### config.mk
export PLATFORM = sky130hd
export DESIGN_NAME = fpga_receiver
export DESIGN_NICKNAME = d
export VERILOG_FILES = /design/src/rtl/fpga_receiver.sv
export SDC_FILE = /design/constraint.sdc
export NUM_CORES = 1
export LEC_CHECK = 0
export ABC_AREA = 1
export BUFFER_PORTS_ARGS = -buffer_cell sky130_fd_sc_hd__buf_2
export CAP_MARGIN = 40
export CELL_PAD_IN_SITES_DETAIL_PLACEMENT = 0
export CELL_PAD_IN_SITES_GLOBAL_PLACEMENT = 1
export CORE_ASPECT_RATIO = 0.5
export CORE_UTILIZATION = 30
export CTS_CLUSTER_DIAMETER = 120
export DETAILED_ROUTE_END_ITERATION = 10
export PLACE_DENSITY = 0.63
export SYNTH_ARGS = -nofsm -noshare
export SYNTH_HDL_FRONTEND = slang
export SYNTH_SLANG_ARGS = --single-unit
### constraint.sdc
create_clock -name clk -period 1.6 [get_ports clk]
set_clock_uncertainty 0.05 [all_clocks]
set_input_delay 0.32 -clock clk [delete_from_list [all_inputs] [get_ports clk]]
set_output_delay 0.32 -clock clk [all_outputs]
set_load 0.01 [all_outputs]
### src/rtl/fpga_receiver.sv
// rtl/fpga_receiver.sv - 4-phase handshake serial byte receiver with registered acknowledge
//
// Purpose:
//   Receives one byte per frame from a remote transmitter over an asynchronous
//   4-phase req/ack handshake. The remote side raises req_in once to start a frame.
//   It then sends eight data bits, LSB first, each qualified by its own req_in
//   handshake. It closes the frame with a fin_in handshake. A completed frame
//   updates rx_data and pulses rx_valid. An early fin or a ninth bit aborts the
//   frame and pulses rx_err. rx_data is left untouched on an abort.
//
// Ports:
//   clk      in   system clock, rising edge
//   reset    in   synchronous, active-high reset
//   req_in   in   request level from the transmitter (asynchronous)
//   data_in  in   serial data bit, stable while req_in is high (asynchronous)
//   fin_in   in   end-of-frame request level (asynchronous)
//   ack_out  out  registered acknowledge back to the transmitter
//   rx_data  out  last completed byte, held until the next completed frame
//   rx_valid out  one-cycle pulse when rx_data is updated
//   rx_err   out  one-cycle pulse when a frame is aborted
//   busy     out  high whenever the receiver is not idle
//
// Build option:
//   FPGA_RX_TIMEOUT_EN - when defined, a 16-bit watchdog returns the receiver to
//   idle (with an rx_err pulse) once it has sat in one busy state for 0xFFFF
//   cycles. When undefined, the receiver waits indefinitely in every state.

module fpga_receiver (
    input  logic       clk,
    input  logic       reset,
    input  logic       req_in,
    input  logic       data_in,
    input  logic       fin_in,
    output logic       ack_out,
    output logic [7:0] rx_data,
    output logic       rx_valid,
    output logic       rx_err,
    output logic       busy
);

    typedef enum logic [2:0] {
        IDLE,
        START_ACK,
        WAIT_BIT,
        BIT_ACK,
        WAIT_FIN,
        FIN_ACK,
        DONE
    } rxState_t;

    rxState_t   state;
    rxState_t   stateNext;

    logic [1:0] reqSync;
    logic [1:0] finSync;
    logic [1:0] dataSync;
    logic       req_s;
    logic       fin_s;
    logic       data_s;

    logic [3:0] bitCount;
    logic [7:0] shiftReg;
    logic       abortFrame;
    logic       captureBit;

`ifdef FPGA_RX_TIMEOUT_EN
    logic [15:0] watchdog;
`endif

    // Two-flop synchronizers. data_in passes through the same depth as req_in.
    // data_s is therefore aligned with the req_s edge that qualifies it.
    always_ff @(posedge clk) begin
        if (reset) begin
            reqSync  <= 2'b00;
            finSync  <= 2'b00;
            dataSync <= 2'b00;
        end else begin
            reqSync  <= {reqSync[0], req_in};
            finSync  <= {finSync[0], fin_in};
            dataSync <= {dataSync[0], data_in};
        end
    end

    assign req_s  = reqSync[1];
    assign fin_s  = finSync[1];
    assign data_s = dataSync[1];

    // Next-state decode. The registered outputs below are derived from stateNext.
    // ack_out and busy are therefore valid in the same cycle the state is entered.
    always_comb begin
        stateNext  = state;
        abortFrame = 1'b0;
        captureBit = 1'b0;
        case (state)
            IDLE: begin
                // A lone fin_s in idle is stale and is ignored.
                if (req_s) stateNext = START_ACK;
            end
            START_ACK: begin
                if (!req_s) stateNext = WAIT_BIT;
            end
            WAIT_BIT: begin
                // An early fin wins over a simultaneous bit request.
                if (fin_s) begin
                    stateNext  = IDLE;
                    abortFrame = 1'b1;
                end else if (req_s) begin
                    stateNext  = BIT_ACK;
                    captureBit = 1'b1;
                end
            end
            BIT_ACK: begin
                if (!req_s) stateNext = (bitCount == 4'd8) ? WAIT_FIN : WAIT_BIT;
            end
            WAIT_FIN: begin
                if (fin_s) begin
                    stateNext = FIN_ACK;
                end else if (req_s) begin
                    // A ninth data bit means the frame is too long.
                    stateNext  = IDLE;
                    abortFrame = 1'b1;
                end
            end
            FIN_ACK: begin
                if (!fin_s) stateNext = DONE;
            end
            DONE: begin
                stateNext = IDLE;
            end
            default: begin
                stateNext = IDLE;
            end
        endcase
`ifdef FPGA_RX_TIMEOUT_EN
        if ((state != IDLE) && (watchdog == 16'hFFFF)) begin
            stateNext  = IDLE;
            abortFrame = 1'b1;
            captureBit = 1'b0;
        end
`endif
    end

    always_ff @(posedge clk) begin
        if (reset) begin
            state    <= IDLE;
            bitCount <= 4'd0;
            shiftReg <= 8'h00;
            rx_data  <= 8'h00;
            ack_out  <= 1'b0;
            rx_valid <= 1'b0;
            rx_err   <= 1'b0;
            busy     <= 1'b0;
`ifdef FPGA_RX_TIMEOUT_EN
            watchdog <= 16'h0000;
`endif
        end else begin
            state    <= stateNext;
            ack_out  <= (stateNext == START_ACK) || (stateNext == BIT_ACK) ||
                        (stateNext == FIN_ACK);
            busy     <= (stateNext != IDLE);
            rx_err   <= abortFrame;
            rx_valid <= 1'b0;

            if ((state == IDLE) && (stateNext == START_ACK)) begin
                bitCount <= 4'd0;
            end

            // Shift right with the new bit entering at the top.
            // After eight bits, the first bit received sits in bit 0.
            if (captureBit) begin
                shiftReg <= {data_s, shiftReg[7:1]};
                if (bitCount != 4'd8) begin
                    bitCount <= bitCount + 4'd1;
                end
            end

            if ((state == FIN_ACK) && (stateNext == DONE)) begin
                rx_data  <= shiftReg;
                rx_valid <= 1'b1;
            end

`ifdef FPGA_RX_TIMEOUT_EN
            // The watchdog restarts on every state change.
            // It only advances while the receiver is busy.
            if (stateNext != state) begin
                watchdog <= 16'h0000;
            end else if (state != IDLE) begin
                watchdog <= watchdog + 16'h0001;
            end
`endif
        end
    end

endmodule

# After elaboration in Yosys (flattened, before gate mapping)
# Cells that the tools add are included.
[totals]
register_bits = 33
inputBits = 5
output_inout_bits = 12
elab_cells = 48
[classes]
n_addsub = 1
n_eq_ne = 11
muxes = 19
n_reduce_logical = 6
[op_table]
columns = ["cell", "n"]
rows = [
  ["$mux W3", 9],
  ["$pmux W3 S6", 1],
  ["$eq A3 B3 Y1 const B", 4],
  ["$mux W4", 3],
  ["$eq A3 B2 Y1 const B", 3],
  ["$eq A3 B1 Y1 const B", 2],
  ["$mux W1", 5],
  ["$add A4 B1 Y4 const B", 1],
  ["$eq A4 B4 Y1 const B", 1],
  ["$ne A4 B4 Y1 const B", 1],
  ["$logic_not A3 Y1", 1],
  ["$reduce_bool A3 Y1", 1],
  ["$logic_and A1 B1 Y1", 2],
  ["$logic_or A1 B1 Y1", 2],
  ["$pmux W1 S2", 1],
]

# Depth between registers and ports, before layout
# Gate-level depths: netlist of run 1.
[logic_depth]
depth_word = 9
depth_mapped = 9
mapped_depth_nobuf = 9

# Worst setup path after synthesis of run 1
# Ideal clock, no wire load.
[synth_timing]
kind = "register -> register"
startpoint = "reg bitCount[0]"
endpoint = "reg bitCount[3]"
setup_time_ns = 0.134
arrival_ns = 0.987
required_ns = 1.416
slack_ns = 0.430
stages_incl_launch_ff = 7
n_path_buf = 0
synth_period_minus_slack_ns = 1.170
path_cell_list = "dfxtp_1 > inv_1 > ha_1 > nand3_1 > nand3_1 > nand3_1 > a21oi_1"
[synth_between]
elab_chain_cells = 9
word_cells_on_any_way = 11
classes_between = "add/sub (1); eq/ne (3); mux (6); reduce/logical (1)"
[synth_lines]
columns = ["element", "line_no", "text"]
rows = [
  ["start, declared", "61", "logic [3:0] bitCount;"],
  ["start signal, assigned", "173", "bitCount <= bitCount + 4'd1;"],
  ["$eq A4 B4 Y1", "113", "if (!req_s) stateNext = (bitCount == 4'd8) ? WAIT_FIN : WAIT_BIT;"],
  ["$mux W3 (2 in series)", "113", ""],
  ["$pmux W3 S6", "94", "case (state)"],
  ["$eq A3 B1 Y1", "164", "if ((state == IDLE) && (stateNext == START_ACK)) begin"],
  ["$logic_and A1 B1 Y1", "164", ""],
  ["$mux W4", "164", ""],
  ["$mux W4", "172", "if (bitCount != 4'd8) begin"],
  ["$mux W4 *", "170", "if (captureBit) begin"],
]
# Mark *: on every way between the ends. The rest lies on a longest branch, timed or not.
# A chain may end at the register's enable or synchronous reset.

# Final worst setup path of run 1
[layout_timing]
startpoint = "reg state[2]"
endpoint = "reg bitCount[1]"
[layout_between]
elab_chain_cells = 8
word_cells_on_any_way = 21
classes_between = "eq/ne (6); mux (13); reduce/logical (2)"
[layout_lines]
columns = ["element", "line_no", "text"]
rows = [
  ["start, declared", "51", "rxState_t state;"],
  ["start signal, assigned", "157", "state <= stateNext;"],
  ["$mux W3, on equally long branches", "118, 107", ""],
  ["$mux W3, on equally long branches", "116, 104", ""],
  ["$pmux W3 S6", "94", ""],
  ["$eq A3 B1 Y1", "164", ""],
  ["$logic_and A1 B1 Y1", "164", ""],
  ["$mux W4", "164", ""],
  ["$mux W4", "172", ""],
  ["$mux W4 *", "170", ""],
]
# Marks and branches as above.

==> metrics.txt, run 1 <==
# TYPE chip_impl_metric gauge
chip_impl_metric{name="power_leakage",unit="nW"} 0.805
chip_impl_metric{name="wire_length_of_the_first_global_routing_pass",unit="um"} 4910
chip_impl_info{name="timing.critical_path.cells",value="inv_1, nand2_2, nor2_4, inv_2, o21ai_0, nor2_1"} 1
chip_impl_info{name="crit_path_start",value="state[2]"} 1
chip_impl_metric{name="cap_violations",unit=""} 0
chip_impl_metric{name="worst-path-stages",unit=""} 6
chip_impl_metric{name="peakVddDrop",unit="uV"} 462
chip_impl_metric{name="power_per_cell_area",unit="mW/mm2"} 1080
chip_impl_metric{name="yosys_warnings",unit=""} 0
chip_impl_metric{name="layout_min_cycle_time",unit="ps"} 1380
chip_impl_metric{name="worst_slew_pin_slew",unit="ps"} 279
chip_impl_metric{name="initial_drc_count",unit=""} 46
chip_impl_metric{name="cts_max_level",unit=""} 2
chip_impl_metric{name="synth_seq_cells",unit=""} 33
chip_impl_metric{name="cts_num_sinks",unit=""} 33
chip_impl_metric{name="syn2layout_area_growth",unit="%"} 20.1
chip_impl_metric{name="dr_total_vias",unit=""} 1094
chip_impl_metric{name="worstPathMaxFanout",unit=""} 10
chip_impl_metric{name="core_area",unit="mm2"} 0.00406
chip_impl_metric{name="globalRouteOverflowTotal",unit=""} 0
chip_impl_metric{name="cts_hold_repair.buffers",unit=""} 0
chip_impl_metric{name="drc_errors",unit=""} 0
chip_impl_metric{name="layout-drive-gt1-share",unit="%"} 19.7
chip_impl_metric{name="cts_buffers",unit=""} 5
chip_impl_metric{name="synthesis.area",unit="mm2"} 0.00132
chip_impl_metric{name="cts_resized",unit=""} 0
chip_impl_metric{name="clock_latency",unit="ps"} 280
chip_impl_metric{name="timing.max_slew.rel_slack",unit="%"} 81.4
chip_impl_info{name="r2r_end",value="bitCount[1]"} 1
chip_impl_metric{name="drt_pass1_iterations",unit=""} 7
chip_impl_info{name="clockRootBuffer",value="clkbuf_8"} 1
chip_impl_metric{name="worst_hold_slack",unit="ps"} 189
chip_impl_metric{name="post_synth_fa_ha_maj_area_fraction",unit="%"} 1.89
chip_impl_metric{name="place.port_buffers",unit=""} 16
chip_impl_metric{name="mappedNetlistNets",unit=""} 182
chip_impl_metric{name="syn_area_per_cell",unit="um2"} 7.56
chip_impl_metric{name="avgViaCountPerCell",unit=""} 4.34
chip_impl_metric{name="largest_net_degree_at_the_start_of_global_routing",unit=""} 22
chip_impl_metric{name="worst_setup_hold_path_clk_slew",unit="ps"} 70
chip_impl_metric{name="route.final.wire_length",unit="um"} 2810
chip_impl_metric{name="reg2reg_setup_slack",unit="ps"} 220
chip_impl_metric{name="clock_tree.buffer_depth",unit=""} 2
chip_impl_info{name="tritoncts_clock_tree",value="done"} 1
chip_impl_metric{name="floorplan.die_area",unit="mm2"} 0.00470
chip_impl_info{name="cpLargestDelayFamily",value="simple AND/OR/NAND/NOR gates"} 1
chip_impl_metric{name="worst_slack",unit="ps"} 216
chip_impl_info{name="crit_path_start_kind",value="flop"} 1
chip_impl_metric{name="critical_path.n_buffers_inverters",unit=""} 2
chip_impl_metric{name="finish.net_count",unit=""} 204
chip_impl_metric{name="chipHeight",unit="um"} 49.0
chip_impl_metric{name="remaining_antenna_violation_count_after_routing",unit=""} 0
chip_impl_metric{name="first_global_vias",unit=""} 1065
chip_impl_metric{name="yosysUniqueCellTypes",unit=""} 21
chip_impl_metric{name="setup_viol",unit=""} 0
chip_impl_metric{name="longest_individual_stage_delay_on_the_worst_path",unit="ps"} 320
chip_impl_metric{name="fillerInstances",unit=""} 448
chip_impl_info{name="crit_path_end",value="bitCount[1]"} 1
chip_impl_info{name="rsz0062_at_grt",value="false"} 1
chip_impl_metric{name="synth-compound-area-share",unit="%"} 9.83
chip_impl_metric{name="finalSetupTns",unit="ps"} 0
chip_impl_info{name="critical-path-slowest-cell",value="dfxtp_1"} 1
chip_impl_metric{name="whs_path_depth",unit=""} 3
chip_impl_metric{name="post_synth_and_or_nand_nor_area_fraction",unit="%"} 28.9
chip_impl_metric{name="die_w",unit="um"} 95.9
chip_impl_metric{name="global_route.usage.total",unit="%"} 13.9
chip_impl_metric{name="gpl.final_weighted_congestion",unit=""} 0.854
chip_impl_metric{name="post_synth_mux_area_share",unit="%"} 0
chip_impl_metric{name="hpwlAfterDp",unit="um"} 1970
chip_impl_metric{name="antenna_cells",unit=""} 0
chip_impl_metric{name="power.total",unit="W"} 0.00172
chip_impl_metric{name="dpl_worst_slack",unit="ps"} 231
chip_impl_metric{name="synth-seq-area-share",unit="%"} 49.9
chip_impl_metric{name="cp.arrival",unit="ps"} 1510
chip_impl_metric{name="timing.final.hold_violations",unit=""} 0
chip_impl_metric{name="synth-xor-area-share",unit="%"} 0.662
chip_impl_metric{name="worstRegToRegCells",unit=""} 6
chip_impl_info{name="combinational_family_with_the_most_area_after_synthesis",value="simple AND/OR/NAND/NOR gates"} 1
chip_impl_metric{name="floorplan.io_pins",unit=""} 17
chip_impl_metric{name="maxClockFrequency",unit="GHz"} 0.723
chip_impl_metric{name="cts_setup_buffers",unit=""} 0
chip_impl_metric{name="finalMaxSlewViolations",unit=""} 0
chip_impl_metric{name="period_share",unit="%"} 86.5
chip_impl_metric{name="worst-endpoint-required",unit="ps"} 1720
chip_impl_metric{name="synthesized_instance_count",unit=""} 175
chip_impl_metric{name="initial_utilization",unit="%"} 32.6
chip_impl_info{name="hold_path_class",value="in -> reg"} 1
chip_impl_info{name="critPathCaptureType",value="flop"} 1
chip_impl_info{name="outcome",value="finished, final reports clean"} 1
chip_impl_info{name="rr_startpoint",value="state[2]"} 1
chip_impl_info{name="worst_setup_path_class",value="reg -> reg"} 1
chip_impl_metric{name="antenna_found_initial",unit=""} 0
chip_impl_metric{name="rows",unit=""} 16
chip_impl_metric{name="routedWlPerCell",unit="um"} 11.1
metrics by stage:
step	cells	util [%]	cell area, um2
after floorplan	175	-	1320
after global placement	244	36.2	1470
after detailed placement	244	36.2	1470
after CTS	252	39.1	1590
after global routing	252	39.1	1590
final	252	39.1	1590
layout by cell type (no fill, tap or decap):
cell type,n
a21oi_1,4
a21oi_2,1
a21oi_4,1
buf_2,16
buf_4,3
bufinv_16,1
clkbuf_8,6
clkinvlp_4,1
dfxtp_1,33
ha_1,2
inv_1,19
inv_2,4
inv_4,1
nand2_1,21
nand2_2,1
nand3_1,13
nand3_2,3
nand4_1,3
nor2_1,46
nor2_4,1
o21ai_0,17
xor2_1,1
registers in the layout, summed over array words and instances (netlist names):
register	flops
rx_data	8
bitCount	4
finSync	2
shiftReg	8
busy	1
dataSync	2
state	3
reqSync	2
ack_out	1
rx_err	1
rx_valid	1
metal layers:
metal | GRT usage (%) | share of wire [%] | up-vias
li1 | - | - | 593
met1 | 18.9 | 54 | 477
met2 | 20.5 | 41 | 22
met3 | 5.30 | 4.7 | 2
met4 | 3.73 | 0.57 | 0
met5 | 0 | 0 | -
worst register-to-register path: stages, from the launching register on:
cell     delay [ps]
dfxtp_1         320
inv_1           180
nand2_2         110
nor2_4          230
inv_2           150
o21ai_0         180
nor2_1           60
worst min-delay path by stage:
stage,start,endpoint,slack [ps]
after floorplan,dataSync[0],dataSync[1],340
after global placement,dataSync[0],dataSync[1],340
after detailed placement,dataSync[0],dataSync[1],340
after CTS,req_in,reqSync[0],180
after global routing,data_in,dataSync[0],190
final,req_in,reqSync[0],190
layout make-up:
cell class	count	area (um2)	share of cell area [%]
Clock buffer	6	82.6	5.19
Inverter	24	92.6	5.82
Timing Repair Buffer	19	103	6.45
Clock inverter	2	37.5	2.36
Multi-Input combinational cell	114	547	34.4
Tap cell	54	67.6	4.25
Sequential cell	33	661	41.5
cell usage after synthesis:
cell type | number | area, um2
a21oi_1 | 4 | 20.0
a21oi_2 | 1 | 8.76
a21oi_4 | 1 | 16.3
buf_1 | 1 | 3.75
buf_6 | 1 | 11.3
clkbuf_1 | 1 | 3.75
clkbuf_2 | 1 | 5.00
dfxtp_1 | 33 | 661
ha_1 | 2 | 25.0
inv_1 | 19 | 71.3
inv_2 | 4 | 15.0
inv_4 | 1 | 6.26
nand2_1 | 21 | 78.8
nand2_2 | 1 | 6.26
nand3_1 | 13 | 65.1
nand3_2 | 3 | 30.0
nand4_1 | 3 | 18.8
nor2_1 | 46 | 173
nor2_4 | 1 | 11.3
o21ai_0 | 17 | 85.1
xor2_1 | 1 | 8.76
where the power goes:
part | leakage, nW | internal (W) | switching (W)
combinational | 0.480 | 0.0000233 | 0.0000414
clock | 0.0574 | 0.000506 | 0.000304
sequential | 0.268 | 0.000837 | 0.0000127
total | 0.805 | 0.00137 | 0.000359
logic make-up after synthesis:
logic type               count (synthesis)
AND/OR/NAND/NOR                         88
AO/OA/AOI/OAI                           23
buffers and inverters                   28
XOR/XNOR                                 1
adder cells (fa/ha/maj)                  2
flip-flops                              33
(Power assumes the default switching activity.)
==> run 2: changes to the inputs <==
--- a/config.mk
+++ b/config.mk
@@ -11,10 +11,10 @@
 export CELL_PAD_IN_SITES_DETAIL_PLACEMENT = 0
 export CELL_PAD_IN_SITES_GLOBAL_PLACEMENT = 1
 export CORE_ASPECT_RATIO = 0.5
-export CORE_UTILIZATION = 30
+export CORE_UTILIZATION = 36
 export CTS_CLUSTER_DIAMETER = 120
 export DETAILED_ROUTE_END_ITERATION = 10
-export PLACE_DENSITY = 0.63
+export PLACE_DENSITY = 0.75
 export SYNTH_ARGS = -nofsm -noshare
 export SYNTH_HDL_FRONTEND = slang
 export SYNTH_SLANG_ARGS = --single-unit
==> constraint.sdc (replaced) <==
create_clock -name clk -period 1.15 [get_ports clk]
set_clock_uncertainty 0.05 [all_clocks]
set_input_delay 0.23 -clock clk [delete_from_list [all_inputs] [get_ports clk]]
set_output_delay 0.23 -clock clk [all_outputs]
set_load 0.01 [all_outputs]
==> run 2 against run 1 <==
The run now ends with negative setup slack left. Power increased by 41%. Worst setup slack worse by 270 ps. Register-to-register slack got worse by 270 ps. Core utilization up 18 points. Global-route usage grew 1.6 points. Sequential power is 38% higher. Combinational power is 120% higher. Final area up 24%. Fmax up 15%. Cell count rose by 7.1%. Largest cell class unchanged.
==> metrics.txt, run 2 (synthesized netlist as in run 1, its figures left out) <==
# TYPE chip_impl_metric gauge
chip_impl_metric{name="cap_violations",unit=""} 0
chip_impl_info{name="critical-path-slowest-cell",value="dfxtp_4"} 1
chip_impl_metric{name="dr_wl_met2",unit="um"} 1440
chip_impl_metric{name="drt_pass1_iterations",unit=""} 4
chip_impl_info{name="outcome",value="complete, but fails checks"} 1
chip_impl_metric{name="wire_length_of_the_first_global_routing_pass",unit="um"} 4510
chip_impl_metric{name="gpl.final_weighted_congestion",unit=""} 0.841
chip_impl_metric{name="finalSetupTns",unit="ps"} -370
chip_impl_metric{name="period_share",unit="%"} 105
chip_impl_info{name="cpLargestDelayFamily",value="flip-flops"} 1
chip_impl_info{name="timing.critical_path.cells",value="inv_4, nand3_4, a21oi_4, buf_6, clkbuf_16, o21ai_0, nor2_1"} 1
chip_impl_metric{name="cts_hold_repair.buffers",unit=""} 0
chip_impl_info{name="mostFrequentLayoutCell",value="nor2_1"} 1
chip_impl_metric{name="layout_min_cycle_time",unit="ps"} 1200
chip_impl_metric{name="floorplan.die_area",unit="mm2"} 0.00394
chip_impl_metric{name="worst-endpoint-required",unit="ps"} 1330
chip_impl_metric{name="globalRouteOverflowTotal",unit=""} 0
chip_impl_metric{name="global_route.usage.total",unit="%"} 15.5
chip_impl_metric{name="summed_area_of_non_filler_cells_in_the_final_layout",unit="mm2"} 0.00197
chip_impl_metric{name="cts_num_sinks",unit=""} 33
chip_impl_info{name="routed.top_layer",value="met4"} 1
chip_impl_info{name="reg.largest.list",value="rx_data: 8 flops, shiftReg: 8 flops, bitCount: 4 flops"} 1
chip_impl_metric{name="antenna_found_initial",unit=""} 0
chip_impl_info{name="critPathCaptureType",value="flop"} 1
chip_impl_metric{name="largest_net_degree_at_the_start_of_global_routing",unit=""} 22
chip_impl_metric{name="antenna_cells",unit=""} 0
chip_impl_metric{name="floorplan.io_pins",unit=""} 17
chip_impl_metric{name="initial_drc_count",unit=""} 48
chip_impl_metric{name="timing.max_slew.rel_slack",unit="%"} 84.1
chip_impl_info{name="tritoncts_clock_tree",value="done"} 1
chip_impl_metric{name="power_per_cell_area",unit="mW/mm2"} 1240
chip_impl_metric{name="syn2layout_area_growth",unit="%"} 48.6
chip_impl_metric{name="worst_slack",unit="ps"} -51.8
chip_impl_info{name="clockRootBuffer",value="clkbuf_8"} 1
chip_impl_metric{name="layout-drive-gt1-share",unit="%"} 42.9
chip_impl_metric{name="initial_utilization",unit="%"} 38.1
chip_impl_metric{name="worstPathMaxFanout",unit=""} 4
chip_impl_info{name="hold_path_class",value="in -> reg"} 1
chip_impl_metric{name="worst_slew_pin_slew",unit="ps"} 238
chip_impl_metric{name="die_w",unit="um"} 87.8
chip_impl_metric{name="worst_setup_hold_path_clk_slew",unit="ps"} 80
chip_impl_metric{name="longest_individual_stage_delay_on_the_worst_path",unit="ps"} 360
chip_impl_metric{name="power_leakage",unit="nW"} 0.933
chip_impl_info{name="worst_setup_path_class",value="reg -> reg"} 1
chip_impl_metric{name="clock_latency",unit="ps"} 280
chip_impl_info{name="mostFrequentLayoutCells",value="nor2_1, dfxtp_1, nand2_1, buf_4, buf_2"} 1
chip_impl_metric{name="cp.arrival",unit="ps"} 1380
chip_impl_metric{name="cts_buffers",unit=""} 5
chip_impl_metric{name="maxClockFrequency",unit="GHz"} 0.832
chip_impl_metric{name="hpwlAfterDp",unit="um"} 1930
chip_impl_metric{name="timing.final.hold_violations",unit=""} 0
chip_impl_metric{name="rows",unit=""} 15
chip_impl_metric{name="cts_max_level",unit=""} 2
chip_impl_metric{name="chipHeight",unit="um"} 44.9
chip_impl_metric{name="critical_path.n_buffers_inverters",unit=""} 3
chip_impl_metric{name="setup_viol",unit=""} 14
chip_impl_metric{name="route.final.wire_length",unit="um"} 3100
chip_impl_metric{name="reg2reg_setup_slack",unit="ps"} -50
chip_impl_metric{name="remaining_antenna_violation_count_after_routing",unit=""} 0
chip_impl_metric{name="drc_errors",unit=""} 0
chip_impl_metric{name="finish.net_count",unit=""} 225
chip_impl_metric{name="dr_total_vias",unit=""} 1234
chip_impl_metric{name="avgViaCountPerCell",unit=""} 4.57
chip_impl_info{name="failed_checks",value="negative setup slack"} 1
chip_impl_metric{name="clock_tree.buffer_depth",unit=""} 2
chip_impl_metric{name="finalMaxSlewViolations",unit=""} 0
chip_impl_metric{name="routedWlPerCell",unit="um"} 11.5
chip_impl_metric{name="wl_met3",unit="um"} 109
chip_impl_info{name="rsz0062_at_grt",value="true"} 1
chip_impl_metric{name="first_global_vias",unit=""} 995
chip_impl_metric{name="detailed_place.area",unit="mm2"} 0.00159
chip_impl_info{name="crit_path_start_kind",value="flop"} 1
chip_impl_metric{name="core_area",unit="mm2"} 0.00347
chip_impl_metric{name="peakVddDrop",unit="uV"} 657
chip_impl_metric{name="wirelength_met1",unit="um"} 1530
chip_impl_metric{name="place.port_buffers",unit=""} 16
[run 2: cell types whose count changed in the layout (fill, tap and decap cells not counted), moves of 5 or more]
cell / change
buf_4: +14
nor2_4: +6
nor2_2: +5
dfxtp_1: -8
nor2_1: -11
dfxtp_2: +5
[run 2: worst min-delay path: cells and delay by family]
family	cells	cell delay, ps
simple gates	1	60
buf+inv	2	100
[run 2: stage by stage]
| stage | cells | setup WS (ps) | utilization, % | power, W | hold WS [ps] |
|---|---|---|---|---|---|
| 2_1_floorplan | 175 | -20.2 | - | 0.00127 | 287 |
| 3_3_place_gp | 256 | -103 | 45.8 | 0.00132 | 342 |
| 5_1_grt | 270 | -111 | 56.6 | 0.00252 | 103 |
| 6_report | 270 | -51.8 | 56.6 | 0.00243 | 92.7 |
| 3_5_place_dp | 256 | -134 | 45.8 | 0.00132 | 346 |
| 4_1_cts | 266 | -43.6 | 50.7 | 0.00243 | 92.6 |
[run 2: worst paths after layout]
kind | startpoint | end | depth (start not counted)
setup / recovery | state[1] | rx_data[5] | 7
hold / removal | fin_in | finSync[0] | 3
setup reg to reg | state[1] | rx_data[5] | 7
hold reg to reg | reqSync[0] | reqSync[1] | 2
[run 2: area by class of cell]
class / instances / area (um2)
clock inverter: 3 / 46.3
inverter: 24 / 116
timing repair buffer: 40 / 318
multi-input combinational: 114 / 676
tap: 51 / 63.8
sequential: 33 / 678
clock buffer: 5 / 68.8
fill: 327 / 1510
[run 2: what timing repair did]
action | CTS | global route
setup buffers | 2 | 3
gates resized for setup | 11 | 52
pin swaps | 4 | 10
cloned | 0 | 1
endpoints found under the setup margin | 21 | 26
[run 2: routing by layer]
| layer | vias up | GRT usage (%) |
|---|---|---|
| met4 | 0 | 4.92 |
| li1 | 637 | - |
| met2 | 19 | 24.8 |
| met3 | 3 | 4.94 |
| met5 | - | 0 |
| met1 | 575 | 20.1 |
[run 2: power by group]
part | internal [W] | total, W | switching, W
logic | 0.0000640 | 0.000145 | 0.0000810
clock network | 0.000648 | 0.00111 | 0.000461
registers | 0.00116 | 0.00117 | 0.0000150
total | 0.00187 | 0.00243 | 0.000558
==> run 3: changes to the inputs <==
--- a/config.mk
+++ b/config.mk
@@ -15,6 +15,7 @@
 export CTS_CLUSTER_DIAMETER = 120
 export DETAILED_ROUTE_END_ITERATION = 10
 export PLACE_DENSITY = 0.75
+export REMOVE_ABC_BUFFERS = 1
 export SYNTH_ARGS = -nofsm -noshare
 export SYNTH_HDL_FRONTEND = slang
 export SYNTH_SLANG_ARGS = --single-unit
==> run 3 against run 2 <==
The flow still finishes with violations (negative setup slack). Global-route usage grew 0.94 points. Via count decreased by 4.4%. Core utilization down 3.4 points. Critical path depth up 2. Combinational power is 8% lower. Critical path type unchanged.
==> metrics.txt, run 3 (synthesized netlist as in run 1, its figures left out) <==
# TYPE chip_impl_metric gauge
chip_impl_info{name="outcome",value="complete, but fails checks"} 1
chip_impl_info{name="failed_checks",value="negative setup slack"} 1
chip_impl_metric{name="core_area",unit="mm2"} 0.00347
chip_impl_info{name="tritoncts_clock_tree",value="done"} 1
chip_impl_metric{name="cap_violations",unit=""} 0
chip_impl_info{name="mostFrequentLayoutCell",value="nor2_1"} 1
chip_impl_metric{name="wire_length_of_the_first_global_routing_pass",unit="um"} 4580
chip_impl_metric{name="period_share",unit="%"} 103
chip_impl_metric{name="power_per_cell_area",unit="mW/mm2"} 1280
chip_impl_metric{name="clock_tree.buffer_depth",unit=""} 2
chip_impl_metric{name="reg2reg_setup_slack",unit="ps"} -30
chip_impl_metric{name="worstRegToRegCells",unit=""} 9
chip_impl_metric{name="antenna_found_initial",unit=""} 0
chip_impl_info{name="hold_start",value="data_in"} 1
chip_impl_metric{name="whs_path_depth",unit=""} 3
chip_impl_metric{name="initial_utilization",unit="%"} 38.1
chip_impl_metric{name="fillerInstances",unit=""} 320
chip_impl_metric{name="placed_instances",unit=""} 255
chip_impl_metric{name="drc_errors",unit=""} 0
chip_impl_metric{name="finalMaxSlewViolations",unit=""} 0
chip_impl_metric{name="gpl.final_weighted_congestion",unit=""} 0.801
chip_impl_metric{name="rows",unit=""} 15
chip_impl_info{name="r2r_end",value="busy"} 1
chip_impl_metric{name="summed_area_of_non_filler_cells_in_the_final_layout",unit="mm2"} 0.00185
chip_impl_metric{name="cts_max_level",unit=""} 2
chip_impl_metric{name="worst_hold_slack",unit="ps"} 91.1
chip_impl_info{name="timing.critical_path.cells",value="inv_2, ha_4, nand2_4, nor2_4, nand3_2, nand2_1, nand2_1, nand2_1, nand3_1"} 1
chip_impl_metric{name="route.final.wire_length",unit="um"} 2870
chip_impl_metric{name="critical_path.n_buffers_inverters",unit=""} 1
chip_impl_metric{name="clock_latency",unit="ps"} 290
chip_impl_metric{name="routedWlPerCell",unit="um"} 10.7
chip_impl_metric{name="cts_num_sinks",unit=""} 33
chip_impl_metric{name="cp.arrival",unit="ps"} 1300
chip_impl_metric{name="syn2layout_area_growth",unit="%"} 39.7
chip_impl_metric{name="longest_individual_stage_delay_on_the_worst_path",unit="ps"} 320
chip_impl_info{name="holdPathEnd",value="dataSync[0]"} 1
chip_impl_metric{name="chipHeight",unit="um"} 44.9
chip_impl_metric{name="avgViaCountPerCell",unit=""} 4.40
chip_impl_metric{name="remaining_antenna_violation_count_after_routing",unit=""} 0
chip_impl_info{name="mostFrequentLayoutCells",value="nor2_1, dfxtp_1, nand2_1, buf_4"} 1
chip_impl_info{name="rsz0062_at_grt",value="true"} 1
chip_impl_info{name="cpLargestDelayFamily",value="simple AND/OR/NAND/NOR gates"} 1
chip_impl_metric{name="place.port_buffers",unit=""} 16
chip_impl_metric{name="timing.max_slew.rel_slack",unit="%"} 84.0
chip_impl_metric{name="maxClockFrequency",unit="GHz"} 0.844
chip_impl_metric{name="hpwlAfterDp",unit="um"} 1800
chip_impl_info{name="crit_top_cell",value="nand2_1"} 1
chip_impl_metric{name="worst_setup_hold_path_clk_slew",unit="ps"} 70
chip_impl_metric{name="grt_util_met3",unit="%"} 6.03
chip_impl_metric{name="power_leakage",unit="nW"} 0.917
chip_impl_metric{name="floorplan.die_area",unit="mm2"} 0.00394
chip_impl_info{name="clockRootBuffer",value="clkbuf_8"} 1
chip_impl_info{name="grt_busiest_layer",value="met2"} 1
chip_impl_metric{name="globalRouteOverflowTotal",unit=""} 0
chip_impl_metric{name="largest_net_degree_at_the_start_of_global_routing",unit=""} 22
chip_impl_metric{name="finish.net_count",unit=""} 224
chip_impl_metric{name="worst_slew_pin_slew",unit="ps"} 240
chip_impl_metric{name="layout_min_cycle_time",unit="ps"} 1180
chip_impl_metric{name="met2_track_utilization_from_global_routing",unit="%"} 24.5
chip_impl_metric{name="antenna_cells",unit=""} 0
chip_impl_info{name="critPathCaptureType",value="flop"} 1
chip_impl_info{name="worst_setup_path_class",value="reg -> reg"} 1
chip_impl_metric{name="global_route.usage.total",unit="%"} 16.4
chip_impl_metric{name="peakVddDrop",unit="uV"} 478
chip_impl_metric{name="first_global_vias",unit=""} 1015
chip_impl_metric{name="initial_drc_count",unit=""} 36
chip_impl_info{name="reg.largest.list",value="rx_data: 8 flops, shiftReg: 8 flops, bitCount: 4 flops"} 1
chip_impl_metric{name="floorplan.io_pins",unit=""} 17
chip_impl_metric{name="finalSetupTns",unit="ps"} -34.1
chip_impl_metric{name="die_w",unit="um"} 87.8
chip_impl_metric{name="setup_viol",unit=""} 1
chip_impl_metric{name="worst-endpoint-required",unit="ps"} 1270
chip_impl_info{name="hold_path_class",value="in -> reg"} 1
chip_impl_metric{name="worstPathMaxFanout",unit=""} 2
chip_impl_metric{name="final_cells",unit=""} 268
chip_impl_metric{name="drt_pass1_iterations",unit=""} 4
chip_impl_metric{name="dr_total_vias",unit=""} 1180
chip_impl_metric{name="layout-drive-gt1-share",unit="%"} 35.5
chip_impl_metric{name="cts_buffers",unit=""} 5
chip_impl_info{name="critical-path-slowest-cell",value="dfxtp_2"} 1
chip_impl_metric{name="timing.final.hold_violations",unit=""} 0
chip_impl_info{name="rr_startpoint",value="bitCount[0]"} 1
chip_impl_metric{name="detailed_place.area",unit="mm2"} 0.00158
chip_impl_metric{name="worst_slack",unit="ps"} -34.1
chip_impl_info{name="crit_path_start_kind",value="flop"} 1
chip_impl_metric{name="grt.met1_usage",unit="%"} 20.6
==> run 3: how the worst max path moves through the flow <==
| stage | end | cells after the start | slack [ps] | startpoint |
|---|---|---|---|---|
| finish | busy | 9 | -30 | bitCount[0] |
| global route | bitCount[0] | 7 | -130 | reqSync[1] |
| CTS | busy | 9 | -30 | bitCount[0] |
| detailed placement | rx_data[2] | 6 | -130 | state[1] |
| global placement | rx_data[7] | 6 | -130 | state[1] |
| floorplan | bitCount[1] | 6 | -50 | state[2] |
==> run 3: power by group <==
part / internal (W) / leakage, nW / switching (W)
combinational: 0.0000588 / 0.592 / 0.0000737
sequential: 0.00116 / 0.271 / 0.0000142
clock: 0.000629 / 0.0540 / 0.000419
==> run 3: through the flow <==
stage	total power (W)	setup slack, ps	utilization, %
after global placement	0.00132	-134	45.6
after detailed placement	0.00132	-133	45.6
after floorplan	0.00126	-51.4	-
after global routing	0.00244	-126	53.3
final	0.00236	-34.1	53.3
after CTS	0.00238	-34.2	51.1
==> run 3: worst reg2reg max path, stage by stage (launching register included) <==
cell and delay (ps):
dfxtp_2 320, inv_2 80, ha_4 160, nand2_4 60
nor2_4 110, nand3_2 70, nand2_1 60, nand2_1 40
nand2_1 60, nand3_1 70
==> run 3: area by class of cell <==
class                      instances  area [um2]  area share, %
multi-input combinational        114         619           33.5
sequential                        33         671           36.3
inverter                          24         103           5.55
timing repair buffer              39         289           15.6
tap                               51        63.8           3.45
clock buffer                       5        68.8           3.72
clock inverter                     2        35.0           1.89
==> run 3: per-layer routing <==
layer / share of wire, % / routed length [um]
met1: 50 / 1440
met2: 44 / 1260
met3: 3.8 / 108
met4: 2.1 / 61
met5: 0 / 0
==> run 3: repair_timing <==
item,CTS,global route
hold buffers,0,0
endpoints found under the setup margin,24,25
resized for setup,17,17
setup buffers,4,2
pin swaps,7,5
